`src/rtl/video_pkg.sv`:
```
// Shared types for the rectangle measurement block: FSM states and the
// per-frame measurement result bundle.
package video_pkg;

  localparam int COORD_MAX_W = 16;
  localparam int COUNT_W     = 20;

  typedef enum logic [0:0] {
    ST_IDLE    = 1'b0,
    ST_MEASURE = 1'b1
  } state_t;

  typedef struct packed {
    logic                   found;
    logic [COORD_MAX_W-1:0] xmin;
    logic [COORD_MAX_W-1:0] xmax;
    logic [COORD_MAX_W-1:0] ymin;
    logic [COORD_MAX_W-1:0] ymax;
    logic [COUNT_W-1:0]     count;
  } meas_t;

  function automatic logic [COUNT_W-1:0] sat_inc(input logic [COUNT_W-1:0] c);
    return (&c) ? c : c + COUNT_W'(1);
  endfunction

endpackage

```
`src/rtl/axis_bounds.sv`:
```
// Running min/max tracker for one coordinate axis. The first sample of a
// frame loads both bounds; later samples widen them (unsigned compare).
module axis_bounds #(
  parameter int CORDW = 10
) (
  input  logic             clk_pix,
  input  logic             rst_pix,
  input  logic             clr,
  input  logic             upd,
  input  logic             first,
  input  logic [CORDW-1:0] coord,
  output logic [CORDW-1:0] cmin,
  output logic [CORDW-1:0] cmax,
  output logic [CORDW-1:0] nxt_min,
  output logic [CORDW-1:0] nxt_max
);

  // nxt_* are exposed so the parent can capture the bound including the
  // sample presented on this very edge.
  always_comb begin
    nxt_min = cmin;
    nxt_max = cmax;
    if (upd) begin
      if (first) begin
        nxt_min = coord;
        nxt_max = coord;
      end else begin
        if (coord < cmin) nxt_min = coord;
        if (coord > cmax) nxt_max = coord;
      end
    end else if (clr) begin
      nxt_min = '0;
      nxt_max = '0;
    end
  end

  always_ff @(posedge clk_pix) begin
    if (rst_pix) begin
      cmin <= '0;
      cmax <= '0;
    end else begin
      cmin <= nxt_min;
      cmax <= nxt_max;
    end
  end

endmodule

```
`src/rtl/video_rect_measure.sv`:
```
// Measures the bounding box and pixel count of key-coloured pixels in each
// video frame and hands the result out over a valid/ready interface.
module video_rect_measure
  import video_pkg::*;
#(
  parameter int         CORDW = 10,
  parameter int         H_RES = 640,
  parameter int         V_RES = 480,
  parameter logic [7:0] KEY_R = 8'hFF,
  parameter logic [7:0] KEY_G = 8'hFF,
  parameter logic [7:0] KEY_B = 8'hFF
) (
  input  logic               clk_pix,
  input  logic               rst_pix,
  input  logic [CORDW-1:0]   vid_sx,
  input  logic [CORDW-1:0]   vid_sy,
  input  logic               vid_de,
  input  logic [7:0]         vid_r,
  input  logic [7:0]         vid_g,
  input  logic [7:0]         vid_b,
  output logic               res_valid,
  input  logic               res_ready,
  output logic               res_found,
  output logic [CORDW-1:0]   res_xmin,
  output logic [CORDW-1:0]   res_xmax,
  output logic [CORDW-1:0]   res_ymin,
  output logic [CORDW-1:0]   res_ymax,
  output logic [COUNT_W-1:0] res_count,
  output logic               overrun,
  output logic               frame_err
);

  localparam int RUN_W = CORDW + 1;

  state_t state, state_nxt;

  logic               frame_start, frame_end, pix_match;
  logic               accumulate, upd, first, result_load;
  logic               restart_err, line_err;
  logic               acc_found, acc_found_nxt;
  logic [COUNT_W-1:0] acc_count, acc_count_nxt;
  logic [CORDW-1:0]   xmin_q, xmax_q, ymin_q, ymax_q;
  logic [CORDW-1:0]   xmin_n, xmax_n, ymin_n, ymax_n;
  logic               de_q;
  logic [RUN_W-1:0]   run_len;
  meas_t              res_q, res_nxt;

  assign frame_start = vid_de && (vid_sx == '0) && (vid_sy == '0);
  assign frame_end   = vid_de && (vid_sx == CORDW'(H_RES - 1)) && (vid_sy == CORDW'(V_RES - 1));
  assign pix_match   = vid_de && ({vid_r, vid_g, vid_b} == {KEY_R, KEY_G, KEY_B});

  // The frame-start pixel belongs to the new frame even when seen in IDLE.
  assign accumulate  = (state == ST_MEASURE) || frame_start;
  assign upd         = accumulate && pix_match;
  assign first       = frame_start || !acc_found;
  assign result_load = accumulate && frame_end;
  assign line_err    = (state == ST_MEASURE) && de_q && !vid_de && (run_len != RUN_W'(H_RES));

  always_ff @(posedge clk_pix) begin
    if (rst_pix) state <= ST_IDLE;
    else         state <= state_nxt;
  end

  always_comb begin
    state_nxt   = state;
    restart_err = 1'b0;
    case (state)
      ST_IDLE: begin
        if (frame_start && !frame_end) state_nxt = ST_MEASURE;
      end
      ST_MEASURE: begin
        if (frame_start) restart_err = 1'b1;
        if (frame_end)   state_nxt = ST_IDLE;
      end
      default: state_nxt = ST_IDLE;
    endcase
  end

  axis_bounds #(.CORDW(CORDW)) u_xb (
    .clk_pix (clk_pix),
    .rst_pix (rst_pix),
    .clr     (frame_start),
    .upd     (upd),
    .first   (first),
    .coord   (vid_sx),
    .cmin    (xmin_q),
    .cmax    (xmax_q),
    .nxt_min (xmin_n),
    .nxt_max (xmax_n)
  );

  axis_bounds #(.CORDW(CORDW)) u_yb (
    .clk_pix (clk_pix),
    .rst_pix (rst_pix),
    .clr     (frame_start),
    .upd     (upd),
    .first   (first),
    .coord   (vid_sy),
    .cmin    (ymin_q),
    .cmax    (ymax_q),
    .nxt_min (ymin_n),
    .nxt_max (ymax_n)
  );

  always_comb begin
    acc_found_nxt = acc_found | upd;
    acc_count_nxt = upd ? sat_inc(acc_count) : acc_count;
    if (frame_start) begin
      acc_found_nxt = pix_match;
      acc_count_nxt = {{(COUNT_W-1){1'b0}}, pix_match};
    end
  end

  always_comb begin
    res_nxt       = '0;
    res_nxt.found = acc_found_nxt;
    res_nxt.xmin  = COORD_MAX_W'(xmin_n);
    res_nxt.xmax  = COORD_MAX_W'(xmax_n);
    res_nxt.ymin  = COORD_MAX_W'(ymin_n);
    res_nxt.ymax  = COORD_MAX_W'(ymax_n);
    res_nxt.count = acc_count_nxt;
  end

  always_ff @(posedge clk_pix) begin
    if (rst_pix) begin
      acc_found <= 1'b0;
      acc_count <= '0;
      de_q      <= 1'b0;
      run_len   <= '0;
    end else begin
      acc_found <= acc_found_nxt;
      acc_count <= acc_count_nxt;
      de_q      <= vid_de;
      if (vid_de) begin
        if (!de_q)          run_len <= RUN_W'(1);
        else if (!(&run_len)) run_len <= run_len + RUN_W'(1);
      end
    end
  end

  // A load on the same edge as a handshake keeps valid high with new data.
  always_ff @(posedge clk_pix) begin
    if (rst_pix) begin
      res_q     <= '0;
      res_valid <= 1'b0;
      overrun   <= 1'b0;
      frame_err <= 1'b0;
    end else begin
      if (result_load) begin
        res_q     <= res_nxt;
        res_valid <= 1'b1;
        if (res_valid && !res_ready) overrun <= 1'b1;
      end else if (res_valid && res_ready) begin
        res_valid <= 1'b0;
      end
      if (restart_err || line_err) frame_err <= 1'b1;
    end
  end

  assign res_found = res_q.found;
  assign res_xmin  = res_q.xmin[CORDW-1:0];
  assign res_xmax  = res_q.xmax[CORDW-1:0];
  assign res_ymin  = res_q.ymin[CORDW-1:0];
  assign res_ymax  = res_q.ymax[CORDW-1:0];
  assign res_count = res_q.count;

  logic unused_res_hi;
  assign unused_res_hi = ^{res_q.xmin, res_q.xmax, res_q.ymin, res_q.ymax,
                           xmin_q, xmax_q, ymin_q, ymax_q};

endmodule

```
`config.mk`:
```
export PLATFORM = sky130hd
export DESIGN_NAME = video_rect_measure
export DESIGN_NICKNAME = d
export VERILOG_FILES = /design/src/rtl/video_pkg.sv /design/src/rtl/axis_bounds.sv /design/src/rtl/video_rect_measure.sv
export SDC_FILE = /design/constraint.sdc
export NUM_CORES = 1
export LEC_CHECK = 0
export ABC_AREA = 1
export BUFFER_PORTS_ARGS = -buffer_cell sky130_fd_sc_hd__buf_2
export CORE_MARGIN = 3
export CORE_UTILIZATION = 55
export CTS_BUF_LIST = sky130_fd_sc_hd__clkbuf_16
export DETAILED_ROUTE_END_ITERATION = 12
export PLACE_DENSITY = 0.82
export SYNTH_ARGS = -nofsm -noshare
export SYNTH_HDL_FRONTEND = slang
export SYNTH_SLANG_ARGS = --single-unit
```
`constraint.sdc`:
```
create_clock -name clk_pix -period 2.2 [get_ports clk_pix]
set_input_delay 0.44 -clock clk_pix [delete_from_list [all_inputs] [get_ports clk_pix]]
set_output_delay 0.44 -clock clk_pix [all_outputs]
set_load 0.05 [all_outputs]
```
==> impl_metrics.csv, run 1 <==
group,metric,value,unit
clocking,cts_inserted_buffers,17,
grt,antenna_found_initial,0,
logic_synthesis,synth_cell_types,33,
pwr,total_power,5.91,mW
timing,setup_slack,0.261,ns
clocking,clock_latency,0.42,ns
clocking,cts_setup_buffers,0,
pwr,irDropWorstVdd,514,uV
placement,place_area,8500,um^2
logic_synthesis,synth_area,7610,um^2
timing,finalCriticalPeriod,1.94,ns
logic_synthesis,synth_top_family_by_area,"simple AND/OR/NAND/NOR gates",
cells_and_area,antenna_cells,0,
logic_synthesis,yosysSeqAreaShare,0.363,
detailed_routing,ant_nets,0,
cells_and_area,fill_cells,1195,
die,ioPinCount,112,
timing,setup_viol,0,
cells_and_area,area_growth,20.1,%
pwr,cellPowerDensity,646,nW/um^2
clocking,cts_tree,"yes",
clocking,cts_buffer_depth,2,
pwr,p_sw,1.29,mW
cells_and_area,layout-drive-gt1-share,0.153,
cells_and_area,fin_nets,1336,
logic_synthesis,synth_simple_gate_area_frac,0.315,
pwr,static-leakage-power,3.95,nW
pwr,p_sw_frac,0.219,
logic_synthesis,synth_nets,1217,
pwr,pwr-share-clk,0.519,
clocking,clock-sinks,138,
grt,grt_pass1_vias,7167,
worst_setup_path,cp_max_fo,10,
run_status,status,"completed",
logic_synthesis,synth_seq_cells,138,
logic_synthesis,ys_warn_count,0,
worst_setup_path,worstSetupPathType,"flop to flop",
timing,fmax,516,MHz
timing,rsz0062_at_grt,"no",
placement,pre_cts_ws,-0.00681,ns
logic_synthesis,synthCells,1128,
clocking,clock-root-buffer,"clkbuf_16",
placement,io_buffers,111,
clocking,htreeDepth,4,
detailed_routing,wl_per_cell,14.9,um
cells_and_area,fin_util,0.682,
logic_synthesis,ys.flop_type,"dfxtp_1",
die,dieArea,15300,um^2
timing,max_slew_margin,0.653,
worst_setup_path,cp-start-kind,"flop",
grt,grt_overflow_total,0,
detailed_routing,via_per_inst,5.60,
timing,worst_pin_slew,0.520,ns
detailed_routing,vias,8038,
die,fp.dieW,124,um
pwr,comb_power_share,0.056,
cells_and_area,final_cells,1436,
timing,drv_slew,0,
logic_synthesis,synthAdderAreaFrac,0.0674,
grt,track_usage,0.285,
cells_and_area,finish.instance_area,9140,um^2
logic_synthesis,synth-compound-area-share,0.146,
logic_synthesis,syn_area_per_cell,6.75,um^2
logic_synthesis,synth_xor_area_frac,0.0173,
min_path,hp-class,"input port to flop",
clocking,cts.clk_slew.worst_paths,0.06,ns
worst_setup_path,arrival,2.25,ns
flow_run,max_cap_violations,0,
die,dieHeight,124,um
logic_synthesis,ys_async_sr_fraction,0,
logic_synthesis,muxShareOfSynthArea,0,
detailed_routing,drt_iter0_markers,677,
timing,min_period_over_period,0.881,
cells_and_area,final_common_cell,"nand2_1",
pwr,seq_power_share,0.424,
timing,skew,0.00619,ns
placement,post-dp-hpwl,15400,um
detailed_routing,drc,0,
detailed_routing,wl,21400,um
placement,place_inst,1404,
worst_setup_path,required,2.51,ns
timing,setup_tns,0,ns
grt,grt_max_degree,71,
placement,gp_congestion,1.02,
die,core,13400,um^2
die,rows,42,
worst_setup_path,endpoint_kind,"flop",
logic_synthesis,synth_edf_count,0,
grt,grt_pass1_wl,34600,um
detailed_routing,drt_pass1_iterations,5,
cells_and_area,layout_common_cells,"203 x nand2_1, 158 x nor2_1, 138 x dfxtp_1",
timing,hold_ws,0.295,ns
timing,hold_viol,0,
pwr,intPower,4.61,mW
die,initial_core_util,0.568,
==> layer usage <==
metal,part of all wire,GRT usage
met1,0.45,0.389
met2,0.44,0.441
met3,0.084,0.0581
met4,0.026,0.116
met5,0,0
==> area by class of cell <==
| cell class | instances | area [um^2] | area share |
|---|---|---|---|
| Inverter | 117 | 439 | 0.0481 |
| Clock inverter | 15 | 209 | 0.0229 |
| Tap cell | 176 | 220 | 0.0241 |
| Multi-Input combinational cell | 822 | 4150 | 0.454 |
| Clock buffer | 17 | 425 | 0.0465 |
| Timing Repair Buffer | 151 | 931 | 0.102 |
| Sequential cell | 138 | 2760 | 0.302 |
==> cell families (layout without fill, tap and decap cells) <==
logic type | Yosys count | count (layout)
adders and majority gates | 41 | 41
AOI/OAI and AO/OA | 214 | 214
and+or+nand+nor | 552 | 552
xor gates and xnor gates | 15 | 15
DFF | 138 | 138
buffers and inverters | 168 | 300
==> power by group through the flow <==
stage | Sequential [mW] | Combinational [mW] | Clock (mW)
floorplan | 2.56 | 0.170 | 0
global placement | 2.56 | 0.317 | 0
detailed placement | 2.56 | 0.323 | 0
CTS | 2.51 | 0.327 | 3.10
global route | 2.51 | 0.371 | 3.20
finish | 2.51 | 0.333 | 3.07
==> worst paths after layout <==
check	depth (start not counted)	to	startpoint	slack (ns)
setup / recovery	11	res_ymax[7]	u_yb.cmax[9]	0.26
hold / removal	4	overrun	res_ready	0.30
setup reg to reg	11	res_ymax[7]	u_yb.cmax[9]	0.26
hold reg to reg	2	overrun	overrun	0.47
==> flip-flops by register name, summed over array words and instances, names as in the netlist <==
register   count
res_count     20
res_xmax      10
acc_found      1
frame_err      1
u_xb.cmax     10
acc_count     20
run_len       11
u_xb.cmin     10
u_yb.cmin     10
state          1
res_found      1
res_ymax      10
res_valid      1
overrun        1
res_xmin      10
u_yb.cmax     10
de_q           1
res_ymin      10
==> Yosys cell counts (5+ instances only) <==
master	count	area (um^2)
dfxtp_1	138	2760
clkbuf_1	27	101
nor3_1	15	75.1
o211ai_1	5	37.5
inv_1	114	428
a21oi_1	87	435
nand2_1	204	766
nand4_1	25	156
xor2_1	15	131
buf_2	17	85.1
nand3_1	134	671
o21ai_0	111	556
ha_1	41	513
nor2_1	158	593
buf_6	6	67.6
==> worst max-delay path: stages (launching register included) <==
cell,delay [ns]
dfxtp_1,0.31
inv_1,0.07
ha_1,0.31
nand2_1,0.08
nor2_1,0.26
nand3_1,0.12
nand3_1,0.10
nand2_1,0.08
nand2_2,0.21
nand2_1,0.10
nand3_1,0.11
a21oi_1,0.07
==> what timing repair did <==
action,in CTS,in global routing
setup endpoints to repair,0,8
hold buffers,0,0
gates resized for setup,0,1
(Power assumes the default switching activity.)
==> run 2: changes to the inputs <==
CAP_MARGIN = 20   (was unset)
CELL_PAD_IN_SITES_DETAIL_PLACEMENT = 0   (was unset)
CELL_PAD_IN_SITES_GLOBAL_PLACEMENT = 1   (was unset)
CORE_UTILIZATION = 41   (was 55)
PLACE_DENSITY = 0.86   (was 0.82)
==> run 2 against run 1 <==
Against the previous run: hold slack gained 0.0072 ns; utilization shrank 18 points; total power shrank 6.5%; first-iteration DRC count shrank 25%; sequential power is essentially flat.
==> impl_metrics.csv, run 2 (synthesis results as in run 1) <==
group,metric,value,unit
worst_setup_path,cp_max_fo,10,
clocking,cts_setup_buffers,0,
cells_and_area,layout-drive-gt1-share,0.144,
clocking,clock-sinks,138,
clocking,cts_buffer_depth,2,
cells_and_area,antenna_cells,0,
timing,fmax,520,MHz
die,rows,49,
grt,antenna_found_initial,0,
clocking,cts.clk_slew.worst_paths,0.06,ns
die,core,18100,um^2
pwr,irDropWorstVdd,616,uV
worst_setup_path,path_cells,"inv_1, ha_1, nand2_1, nor2_1, nand3_1, nand3_1, nand2_1, nand2_1, nand2_1, nand3_1, nor2_1",
timing,finalCriticalPeriod,1.92,ns
timing,setup_tns,0,ns
die,initial_core_util,0.421,
timing,max_slew_margin,0.467,
timing,worst_pin_slew,0.800,ns
timing,drv_slew,0,
detailed_routing,drt_iter0_markers,511,
detailed_routing,wl,21700,um
die,fp.dieW,142,um
pwr,static-leakage-power,3.89,nW
min_path,hp-class,"input port to flop",
detailed_routing,via_per_inst,5.17,
detailed_routing,wl_per_cell,14.6,um
worst_setup_path,cp-start-kind,"flop",
clocking,clock-root-buffer,"clkbuf_16",
die,dieArea,20200,um^2
timing,hold_viol,0,
clocking,hold_buffers,0,
clocking,clock_latency,0.43,ns
grt,track_usage,0.217,
worst_setup_path,critPathTopFamily,"simple AND/OR/NAND/NOR gates",
detailed_routing,ant_nets,0,
worst_setup_path,worstSetupPathType,"flop to flop",
die,dieHeight,142,um
worst_setup_path,slowest_delay,0.30,ns
timing,skew,0.0165,ns
timing,rsz0062_at_grt,"no",
clocking,cts_inserted_buffers,17,
timing,min_period_over_period,0.873,
grt,grt_pass1_vias,7254,
clocking,cts_tree,"yes",
cells_and_area,area_growth,19.7,%
run_status,status,"completed",
pwr,cellPowerDensity,606,nW/um^2
grt,grt_max_degree,69,
detailed_routing,drt_pass1_iterations,5,
placement,place_area,8570,um^2
worst_setup_path,crit_slowest_cell,"dfxtp_1",
detailed_routing,vias,7674,
clocking,postCtsResizedCells,0,
placement,gp_congestion,0.879,
die,ioPinCount,112,
grt,grt_pass1_wl,35900,um
worst_setup_path,endpoint_kind,"flop",
cells_and_area,finish.instance_area,9110,um^2
cells_and_area,layout_common_cells,"204 x nand2_1, 158 x nor2_1, 138 x dfxtp_1",
flow_run,max_cap_violations,0,
detailed_routing,drc,0,
clocking,htreeDepth,4,
grt,grt_overflow_total,0,
worst_setup_path,required,2.49,ns
timing,setup_viol,0,
cells_and_area,fin_nets,1331,
cells_and_area,final_common_cell,"nand2_1",
worst_setup_path,crit_buf_inv,1,
worst_setup_path,arrival,2.21,ns
worst_setup_path,path_common_cell,"nand2_1",
placement,io_buffers,111,
placement,post-dp-hpwl,15800,um
## run 2: cell types whose count changed in the layout (fill, tap and decap cells not counted), moves of 2 or more
cell	change
buf_4	-8
clkinv_1	+6
buf_12	+3
clkinv_4	-2
bufinv_16	-3
## run 2: path summary, 6_finish.rpt
check,start,endpoint,slack (ns),cells past startpoint
hold / removal,res_ready,overrun,0.30,4
setup reg to reg,u_xb.cmax[9],u_xb.cmax[6],0.28,11
setup / recovery,u_xb.cmax[9],u_xb.cmax[6],0.28,11
hold reg to reg,overrun,overrun,0.45,2
## run 2: layout make-up
| class | count | area, um^2 |
|---|---|---|
| fillers | 1858 | 8980 |
| multi-input cells | 822 | 4150 |
| flip-flops and latches | 138 | 2760 |
| repair buffers | 146 | 931 |
| inverters | 117 | 439 |
| clock buffers | 17 | 425 |
| well taps | 229 | 287 |
| clock inverters | 14 | 115 |
## run 2: worst reg2reg max path: stages (launching register included)
cell and delay, ns:
dfxtp_1 0.30, inv_1 0.06, ha_1 0.30, nand2_1 0.06, nor2_1 0.19, nand3_1 0.10, nand3_1 0.09, nand2_1 0.10
nand2_1 0.28, nand2_1 0.12, nand3_1 0.12, nor2_1 0.05
## run 2: metal layers
| layer | vias up | global-route usage | share of wire |
|---|---|---|---|
| li1 | 3964 | - | - |
| met4 | 0 | 0.0687 | 0.014 |
| met5 | - | 0 | 0 |
| met2 | 203 | 0.336 | 0.44 |
| met3 | 26 | 0.0386 | 0.052 |
| met1 | 3481 | 0.306 | 0.50 |
## run 2: report_power, final
part | switching (mW) | leakage (nW) | internal, mW | total, mW
Sequential | 0.00372 | 1.11 | 2.50 | 2.51
Clock | 1.07 | 0.268 | 1.62 | 2.69
Combinational | 0.212 | 2.51 | 0.113 | 0.325
Total | 1.28 | 3.89 | 4.24 | 5.52
## run 2: metrics by stage
step                hold slack [ns]  utilization  cells  power (mW)  setup slack, ns
floorplan                     0.441            -   1128        2.73            0.440
global placement              0.443        0.474   1452        2.88           0.0137
detailed placement            0.443        0.474   1452        2.88           0.0279
CTS                           0.293        0.504   1483        5.56            0.285
global route                  0.343        0.504   1483        5.71           0.0425
finish                        0.302        0.504   1483        5.52            0.278
